### src/rtl/yari_mem_sram_ctrl_if.sv
// Core-side memory port of the yari SRAM controller: tagged single-word writes,
// tagged burst-read requests and the tagged read-return channel.
interface yari_mem_sram_ctrl_if;
  logic        mem_waitrequest;
  logic [1:0]  mem_id;
  logic [29:0] mem_address;
  logic        mem_read;
  logic        mem_write;
  logic [31:0] mem_writedata;
  logic [3:0]  mem_writedatamask;
  logic [31:0] mem_readdata;
  logic [1:0]  mem_readdataid;

  modport master (
    input  mem_waitrequest, mem_readdata, mem_readdataid,
    output mem_id, mem_address, mem_read, mem_write, mem_writedata, mem_writedatamask
  );

  modport slave (
    output mem_waitrequest, mem_readdata, mem_readdataid,
    input  mem_id, mem_address, mem_read, mem_write, mem_writedata, mem_writedatamask
  );
endinterface

### src/rtl/yari_mem_sram_ctrl.sv
// SRAM controller: single-word masked writes, critical-word-first wrapped burst reads,
// and a tag pipeline that returns read data in order with the requester's id.
module yari_mem_sram_ctrl #(
  parameter int SRAM_AW    = 18,
  parameter int BURST_LOG2 = 2,
  parameter int READ_LAT   = 1
) (
  input  logic                clock,
  input  logic                rst,
  yari_mem_sram_ctrl_if.slave mem,
  output logic [SRAM_AW-1:0]  sram_addr,
  output logic                sram_we,
  output logic [3:0]          sram_be,
  output logic [31:0]         sram_wdata,
  input  logic [31:0]         sram_rdata,
  output logic                err
);

  localparam int PIPE = READ_LAT + 1;
  localparam logic [BURST_LOG2:0] BURST_CNT = (BURST_LOG2 + 1)'(1 << BURST_LOG2);
  localparam logic [BURST_LOG2:0] CNT_ONE   = (BURST_LOG2 + 1)'(1);

  typedef enum logic [0:0] {
    ST_IDLE = 1'b0,
    ST_READ = 1'b1
  } state_e;

  state_e                    state_q;
  logic [BURST_LOG2:0]       cnt_q;
  logic [SRAM_AW-1:0]        base_q;
  logic [1:0]                id_q;
  logic [PIPE-1:0]           pv_q;
  logic [PIPE-1:0][1:0]      pid_q;
  logic [SRAM_AW-1:0]        sram_addr_q;
  logic                      sram_we_q;
  logic [3:0]                sram_be_q;
  logic [31:0]               sram_wdata_q;
  logic [31:0]               rdata_q;
  logic [1:0]                rid_q;
  logic                      err_q;
  logic                      accept;
  logic [SRAM_AW-1:0]        req_addr;

  // Word i of a burst stays inside the aligned line that contains the base address.
  function automatic logic [SRAM_AW-1:0] wrap_addr(input logic [SRAM_AW-1:0] base,
                                                   input logic [BURST_LOG2:0]  idx);
    logic [BURST_LOG2-1:0] lo;
    lo = base[BURST_LOG2-1:0] + idx[BURST_LOG2-1:0];
    wrap_addr = {base[SRAM_AW-1:BURST_LOG2], lo};
  endfunction

  assign mem.mem_waitrequest = rst | (state_q != ST_IDLE);
  assign accept              = (mem.mem_read | mem.mem_write) & ~mem.mem_waitrequest;
  assign req_addr            = mem.mem_address[SRAM_AW-1:0];

  always_ff @(posedge clock or posedge rst) begin
    if (rst) begin
      state_q      <= ST_IDLE;
      cnt_q        <= '0;
      base_q       <= '0;
      id_q         <= 2'd0;
      pv_q         <= '0;
      pid_q        <= '0;
      sram_addr_q  <= '0;
      sram_we_q    <= 1'b0;
      sram_be_q    <= 4'd0;
      sram_wdata_q <= 32'd0;
      rdata_q      <= 32'd0;
      rid_q        <= 2'd0;
      err_q        <= 1'b0;
    end else begin
      sram_we_q         <= 1'b0;
      pv_q[PIPE-1:1]    <= pv_q[PIPE-2:0];
      pid_q[PIPE-1:1]   <= pid_q[PIPE-2:0];
      pv_q[0]           <= 1'b0;
      pid_q[0]          <= 2'd0;

      case (state_q)
        ST_IDLE: begin
          if (accept) begin
            // A simultaneous read+write is a protocol error; the write wins.
            if (mem.mem_write) begin
              sram_we_q    <= 1'b1;
              sram_addr_q  <= req_addr;
              sram_be_q    <= mem.mem_writedatamask;
              sram_wdata_q <= mem.mem_writedata;
              if (mem.mem_read) begin
                err_q <= 1'b1;
              end
            end else begin
              state_q     <= ST_READ;
              base_q      <= req_addr;
              id_q        <= mem.mem_id;
              cnt_q       <= CNT_ONE;
              sram_addr_q <= req_addr;
              pv_q[0]     <= 1'b1;
              pid_q[0]    <= mem.mem_id;
              if (mem.mem_id == 2'd0) begin
                err_q <= 1'b1;
              end
            end
          end
        end
        ST_READ: begin
          if (cnt_q == BURST_CNT) begin
            state_q <= ST_IDLE;
          end else begin
            sram_addr_q <= wrap_addr(base_q, cnt_q);
            pv_q[0]     <= 1'b1;
            pid_q[0]    <= id_q;
            cnt_q       <= cnt_q + CNT_ONE;
          end
        end
        default: begin
          state_q <= ST_IDLE;
        end
      endcase

      // Tag stage READ_LAT lines up with the SRAM data for the address it travelled with.
      if (pv_q[READ_LAT]) begin
        rid_q <= pid_q[READ_LAT];
        if (pid_q[READ_LAT] != 2'd0) begin
          rdata_q <= sram_rdata;
        end
      end else begin
        rid_q <= 2'd0;
      end
    end
  end

  assign mem.mem_readdata   = rdata_q;
  assign mem.mem_readdataid = rid_q;
  assign sram_addr          = sram_addr_q;
  assign sram_we            = sram_we_q;
  assign sram_be            = sram_be_q;
  assign sram_wdata         = sram_wdata_q;
  assign err                = err_q;

endmodule

### src/flat_wrapper.sv
// flat-port wrapper written by rule: the top's interface ports become plain ports
module yari_mem_sram_ctrl_flat 
#(
  parameter int SRAM_AW    = 18,
  parameter int BURST_LOG2 = 2,
  parameter int READ_LAT   = 1
)
  (clock, rst, sram_addr, sram_we, sram_be, sram_wdata, sram_rdata, err, mem_mem_waitrequest, mem_mem_readdata, mem_mem_readdataid, mem_mem_id, mem_mem_address, mem_mem_read, mem_mem_write, mem_mem_writedata, mem_mem_writedatamask);
  yari_mem_sram_ctrl_if mem_i ();
  input  logic clock;
  input  logic rst;
  output logic [SRAM_AW-1:0] sram_addr;
  output logic sram_we;
  output logic [3:0] sram_be;
  output logic [31:0] sram_wdata;
  input  logic [31:0] sram_rdata;
  output logic err;
  output wire logic [$bits(mem_i.mem_waitrequest)-1:0] mem_mem_waitrequest;
  output wire logic [$bits(mem_i.mem_readdata)-1:0] mem_mem_readdata;
  output wire logic [$bits(mem_i.mem_readdataid)-1:0] mem_mem_readdataid;
  input wire logic [$bits(mem_i.mem_id)-1:0] mem_mem_id;
  input wire logic [$bits(mem_i.mem_address)-1:0] mem_mem_address;
  input wire logic [$bits(mem_i.mem_read)-1:0] mem_mem_read;
  input wire logic [$bits(mem_i.mem_write)-1:0] mem_mem_write;
  input wire logic [$bits(mem_i.mem_writedata)-1:0] mem_mem_writedata;
  input wire logic [$bits(mem_i.mem_writedatamask)-1:0] mem_mem_writedatamask;
  assign mem_mem_waitrequest = mem_i.mem_waitrequest;
  assign mem_mem_readdata = mem_i.mem_readdata;
  assign mem_mem_readdataid = mem_i.mem_readdataid;
  assign mem_i.mem_id = mem_mem_id;
  assign mem_i.mem_address = mem_mem_address;
  assign mem_i.mem_read = mem_mem_read;
  assign mem_i.mem_write = mem_mem_write;
  assign mem_i.mem_writedata = mem_mem_writedata;
  assign mem_i.mem_writedatamask = mem_mem_writedatamask;
  yari_mem_sram_ctrl #(.SRAM_AW(SRAM_AW), .BURST_LOG2(BURST_LOG2), .READ_LAT(READ_LAT)) u_core (.clock(clock), .rst(rst), .mem(mem_i), .sram_addr(sram_addr), .sram_we(sram_we), .sram_be(sram_be), .sram_wdata(sram_wdata), .sram_rdata(sram_rdata), .err(err));
endmodule
### config.mk
export PLATFORM = sky130hd
export DESIGN_NAME = yari_mem_sram_ctrl_flat
export DESIGN_NICKNAME = d
export VERILOG_FILES = /design/src/rtl/yari_mem_sram_ctrl_if.sv /design/src/rtl/yari_mem_sram_ctrl.sv /design/src/flat_wrapper.sv
export SDC_FILE = /design/constraint.sdc
export NUM_CORES = 1
export LEC_CHECK = 0
export ABC_AREA = 1
export CAP_MARGIN = 30
export CORE_ASPECT_RATIO = 1.25
export CORE_MARGIN = 5
export CORE_UTILIZATION = 43
export CTS_CLUSTER_DIAMETER = 120
export DETAILED_ROUTE_END_ITERATION = 8
export PLACE_DENSITY_LB_ADDON = 0.25
export REMOVE_ABC_BUFFERS = 1
export SLEW_MARGIN = 20
export SYNTH_ARGS = -nofsm -noshare
export SYNTH_HDL_FRONTEND = slang
export SYNTH_SLANG_ARGS = --single-unit
### constraint.sdc
create_clock -name clock -period 4.4 [get_ports clock]
set_input_delay 0.66 -clock clock [delete_from_list [all_inputs] [get_ports clock]]
set_output_delay 0.66 -clock clock [all_outputs]
set_load 0.01 [all_outputs]
## After elaboration in Yosys (flattened, before gate mapping)

Index checks and enable logic that the tools add are counted.

| storage, ports and cells | value |
|---|---|
| flip-flop bits (word level) | 120 |
| input port bits | 104 |
| output and inout bits | 91 |
| logic and storage cells | 58 |

| cells by class | value |
|---|---|
| $add $sub $neg | 2 |
| eq/ne operators | 5 |
| multiplexer cells | 22 |
| bitwise logic cells | 6 |
| reduce and logical (&&, ||, !) cells | 9 |

Operator list:

| cell | number |
|---|---|
| 18-bit 2-to-1 mux | 2 |
| 18-bit case mux with 2 select lines | 1 |
| 1-bit 2-to-1 mux | 9 |
| 3-bit 2-to-1 mux | 3 |
| 3-bit AND reduction | 3 |
| 2-bit 2-to-1 mux | 4 |
| 2-bit inequality test (second input constant) | 3 |
| 3-bit case mux with 2 select lines | 1 |
| 2-bit case mux with 2 select lines | 1 |
| 2-bit AND reduction | 2 |
| 4-bit AND reduction | 1 |
| 2-bit nonzero test | 2 |
| 3-bit by 1-bit adder with 3-bit output (second input constant) | 1 |
| 3-bit equality test (second input constant) | 1 |
| 1-bit inverter | 3 |
| 2-bit adder | 1 |
| 2-bit zero test | 1 |
| 2-bit by 1-bit inequality test with 1-bit output (second input constant) | 1 |
| 1-bit bitwise OR | 2 |
| 1-bit case mux with 2 select lines | 1 |
| 1-bit bitwise AND | 1 |

## Logic depth before layout (Yosys ltp)

| logic depth | value |
|---|---|
| word-level depth | 5 |
| depth in mapped cells | 9 |
| depth with buffers taken out | 8 |

## Worst setup path before layout

No wires, ideal clock.

| path | value |
|---|---|
| path type | in2out |
| start | input rst |
| end | output mem_mem_waitrequest |
| arrival time | 922 ps |
| required time | 3,740 ps |
| setup slack | 2,818 ps |
| stages | 2 |
| path buffers | 0 |
| cells stage by stage | nor2_4 > inv_1 |

| between the ends | value |
|---|---|
| longest elaborated chain between the ends | 1 |

RTL lines:

| what | line | source |
|---|---|---|
| from (decl) | flat_wrapper.sv:11 | `input logic rst;` |
| 1-bit bitwise OR | yari_mem_sram_ctrl.sv:52 | `assign mem.mem_waitrequest = rst \| (state_q != ST_IDLE);` |
| to (decl) | flat_wrapper.sv:18 | `output wire logic [$bits(mem_i.mem_waitrequest)-1:0] mem_mem_waitrequest;` |

No other way between the ends.

==> flow_summary.json <==
{
  "status": "finished clean",
  "synth_cell_type_count": 22,
  "wl_per_cell_um": 14.7,
  "switching_share": 0.344,
  "clock_path_buffers": 2,
  "critical_path_class": "flip-flop to primary output",
  "die_w_um": 104,
  "grt_pass1_wl_um": 20900,
  "p_clk_frac": 0.225,
  "placed_cell_area_um2": 6740,
  "grt.overflow.total": 0,
  "rsz0062_at_grt": "no",
  "utilization": 0.660,
  "p_comb_frac": 0.426,
  "r2r_start": "u_core.pv_q[0]",
  "antenna_found_initial": 0,
  "drc": 0,
  "dp.final_hpwl_um": 9130,
  "root_buffer": "clkbuf_16",
  "clkTransAtPathRegs_ps": 50,
  "r2r_end": "u_core.sram_wdata[29]",
  "syn_inst": 528,
  "r2r_slack_ps": 2180,
  "finalCriticalPeriod_ps": 2670,
  "postLayoutCellArea_um2": 7280,
  "seqPwrFrac": 0.349,
  "path_max_fanout": 18,
  "worst_skew_pair.late_latency_ps": 410,
  "dr.pass1.iters": 4,
  "htreeDepth": 4,
  "finalHoldViolCount": 0,
  "antenna_left": 0,
  "n_antenna_cell": 0,
  "drive_gt1_frac": 0.0622,
  "grt_usage": 0.194,
  "synth-seq-area-share": 0.620,
  "cts_tree": "built",
  "p_leak_nw": 3.56,
  "grt_max_degree": 63,
  "first_global_vias": 4278,
  "cts_buffers": 17,
  "final.period_utilization": 0.607,
  "holdPathEnd": "u_core.pid_q[2]",
  "p_int_mw": 3.62,
  "cp.arrival_ps": 2010,
  "ir_drop_mv": 0.369,
  "ios": 195,
  "io_buffers": 182,
  "pwr_density_cell_nw_per_um2": 758,
  "core_um2": 11000,
  "rr_worst_depth": 6,
  "slew_violations": 0,
  "start_kind": "flip-flop",
  "finalSetupTns_ps": 0,
  "nNetsFinal": 817,
  "worst_pin_slew_ps": 722,
  "min_path_type": "flip-flop to flip-flop",
  "max-cap-violations": 0,
  "vias": 4104,
  "via_per_inst": 4.78,
  "post_cts_resized": 0,
  "startpoint": "u_core.pv_q[0]",
  "synth-seq-cells": 119,
  "crit_required_ps": 3740,
  "dieArea_um2": 13400,
  "place.gp.congestion": 0.805,
  "whs_ps": 350,
  "rows": 43,
  "clkSinkCount": 119,
  "fmax_ghz": 0.374,
  "end_kind": "primary output",
  "post_cts_buffers": 0,
  "min_path_cells": 0,
  "synth_area_per_cell_um2": 9.09,
  "yosys_warnings": 0,
  "initial_core_util": 0.435,
  "holdBufCountCts": 0,
  "totalWireLength_um": 12600,
  "hp-start": "u_core.pid_q[0]",
  "power.switching_mw": 1.90,
  "finalSetupViolations": 0,
  "areaGrowthSynthToFinish_pct": 51.6,
  "fin_skew_ps": 10.8,
  "drt_iter0_drc": 120,
  "netlist_area_um2": 4800,
  "relSlewSlack": 0.519,
  "die_y_um": 128
}
## state kept, by name, summed over array words and instances, names as in the netlist
register	flops
u_core.sram_wdata	32
u_core.sram_we	1
u_core.pid_q	4
u_core.pv_q	2
u_core.err	1
u_core.id_q	2
u_core.mem.mem_readdataid	2
u_core.sram_be	4
u_core.base_q	18
u_core.sram_addr	18
u_core.mem.mem_readdata	32
u_core.cnt_q	3
## worst max-delay path by stage
stage / end / slack [ps] / cells after the start
after floorplan: u_core.base_q[0] / 580 / 1
after global placement: u_core.mem.mem_readdata[0] / 1770 / 4
after detailed placement: mem_mem_waitrequest / 1800 / 4
after global routing: mem_mem_waitrequest / 1610 / 4
after CTS: mem_mem_waitrequest / 1680 / 4
final: mem_mem_waitrequest / 1730 / 4
## stage by stage
stage,instances,setup slack [ps],total power [mW]
finish,858,1730,5.51
global route,858,1610,5.91
CTS,858,1680,5.59
detailed placement,826,1800,4.32
global placement,822,1770,4.18
floorplan,504,583,3.01
## area by class of cell
class / count / area (um^2)
Timing Repair Buffer: 187 / 1910
Inverter: 33 / 133
Sequential cell: 119 / 2980
Clock inverter: 10 / 80.1
Tap cell: 135 / 169
Clock buffer: 22 / 454
Multi-Input combinational cell: 352 / 1550
Fill cell: 877 / 3750
## power groups by stage
stage	registers, mW	logic (mW)	clock network, mW
floorplan	2.12	0.887	0
global placement	1.94	2.24	0
detailed placement	1.94	2.38	0
CTS	1.93	2.39	1.27
global route	1.99	2.60	1.33
finish	1.93	2.35	1.24
## synthesized netlist by cell type
cell / n / area share
a21oi_1: 1 / 0.0010
a31o_2: 1 / 0.0018
buf_2: 7 / 0.0073
buf_4: 6 / 0.0094
buf_6: 3 / 0.0070
clkbuf_1: 8 / 0.0063
clkinv_2: 1 / 0.0010
dfrtp_1: 119 / 0.62
ha_1: 3 / 0.0078
inv_1: 30 / 0.023
inv_4: 2 / 0.0026
nand2_1: 260 / 0.20
nand2_2: 1 / 0.0013
nand2_4: 3 / 0.0070
nand3_1: 36 / 0.038
nand3_4: 1 / 0.0037
nor2_1: 1 / 0.00078
nor2_4: 1 / 0.0023
o211ai_1: 17 / 0.027
o21ai_0: 25 / 0.026
or2_2: 1 / 0.0013
xor2_1: 1 / 0.0018
## layout by cell type, fill, tap and decap left out
master / Yosys / layout
a31o_2: 1 / 1
nand2_2: 1 / 1
clkbuf_16: 0 / 17
nand3_1: 36 / 36
clkinvlp_4: 0 / 2
buf_12: 0 / 1
o211ai_1: 17 / 17
inv_1: 30 / 29
or2_2: 1 / 1
nor2_1: 1 / 1
o21ai_0: 25 / 25
nand2_1: 260 / 260
buf_8: 0 / 3
bufinv_16: 0 / 1
clkbuf_1: 8 / 4
clkbuf_8: 0 / 1
nor2_4: 1 / 1
xor2_1: 1 / 1
clkdlybuf4s50_1: 0 / 182
ha_1: 3 / 3
nand2_4: 3 / 3
dfrtp_1: 119 / 119
clkinv_2: 1 / 8
inv_4: 2 / 3
buf_16: 0 / 1
a21oi_1: 1 / 1
nand3_4: 1 / 1
## worst max-delay path: stages, from the launching register on
cell and delay (ps):
dfrtp_1 690, buf_8 240, nor2_4 80, inv_1 60, clkdlybuf4s50_1 540
## logic make-up after synthesis
kind of cell	synth area share
and+or+nand+nor	0.257
xor gates and xnor gates	0.00183
AOI/OAI and AO/OA	0.0555
buffers and inverters	0.0571
DFF	0.620
adders and majority gates	0.00782
## layer usage
metal | track usage | vias to the layer above | wire length [um]
li1 | - | 2028 | -
met1 | 0.230 | 1913 | 5130
met2 | 0.328 | 139 | 6500
met3 | 0.0569 | 24 | 638
met4 | 0.0869 | 0 | 335
met5 | 0 | - | 0
Note: power is estimated with default switching activity, not from simulation.
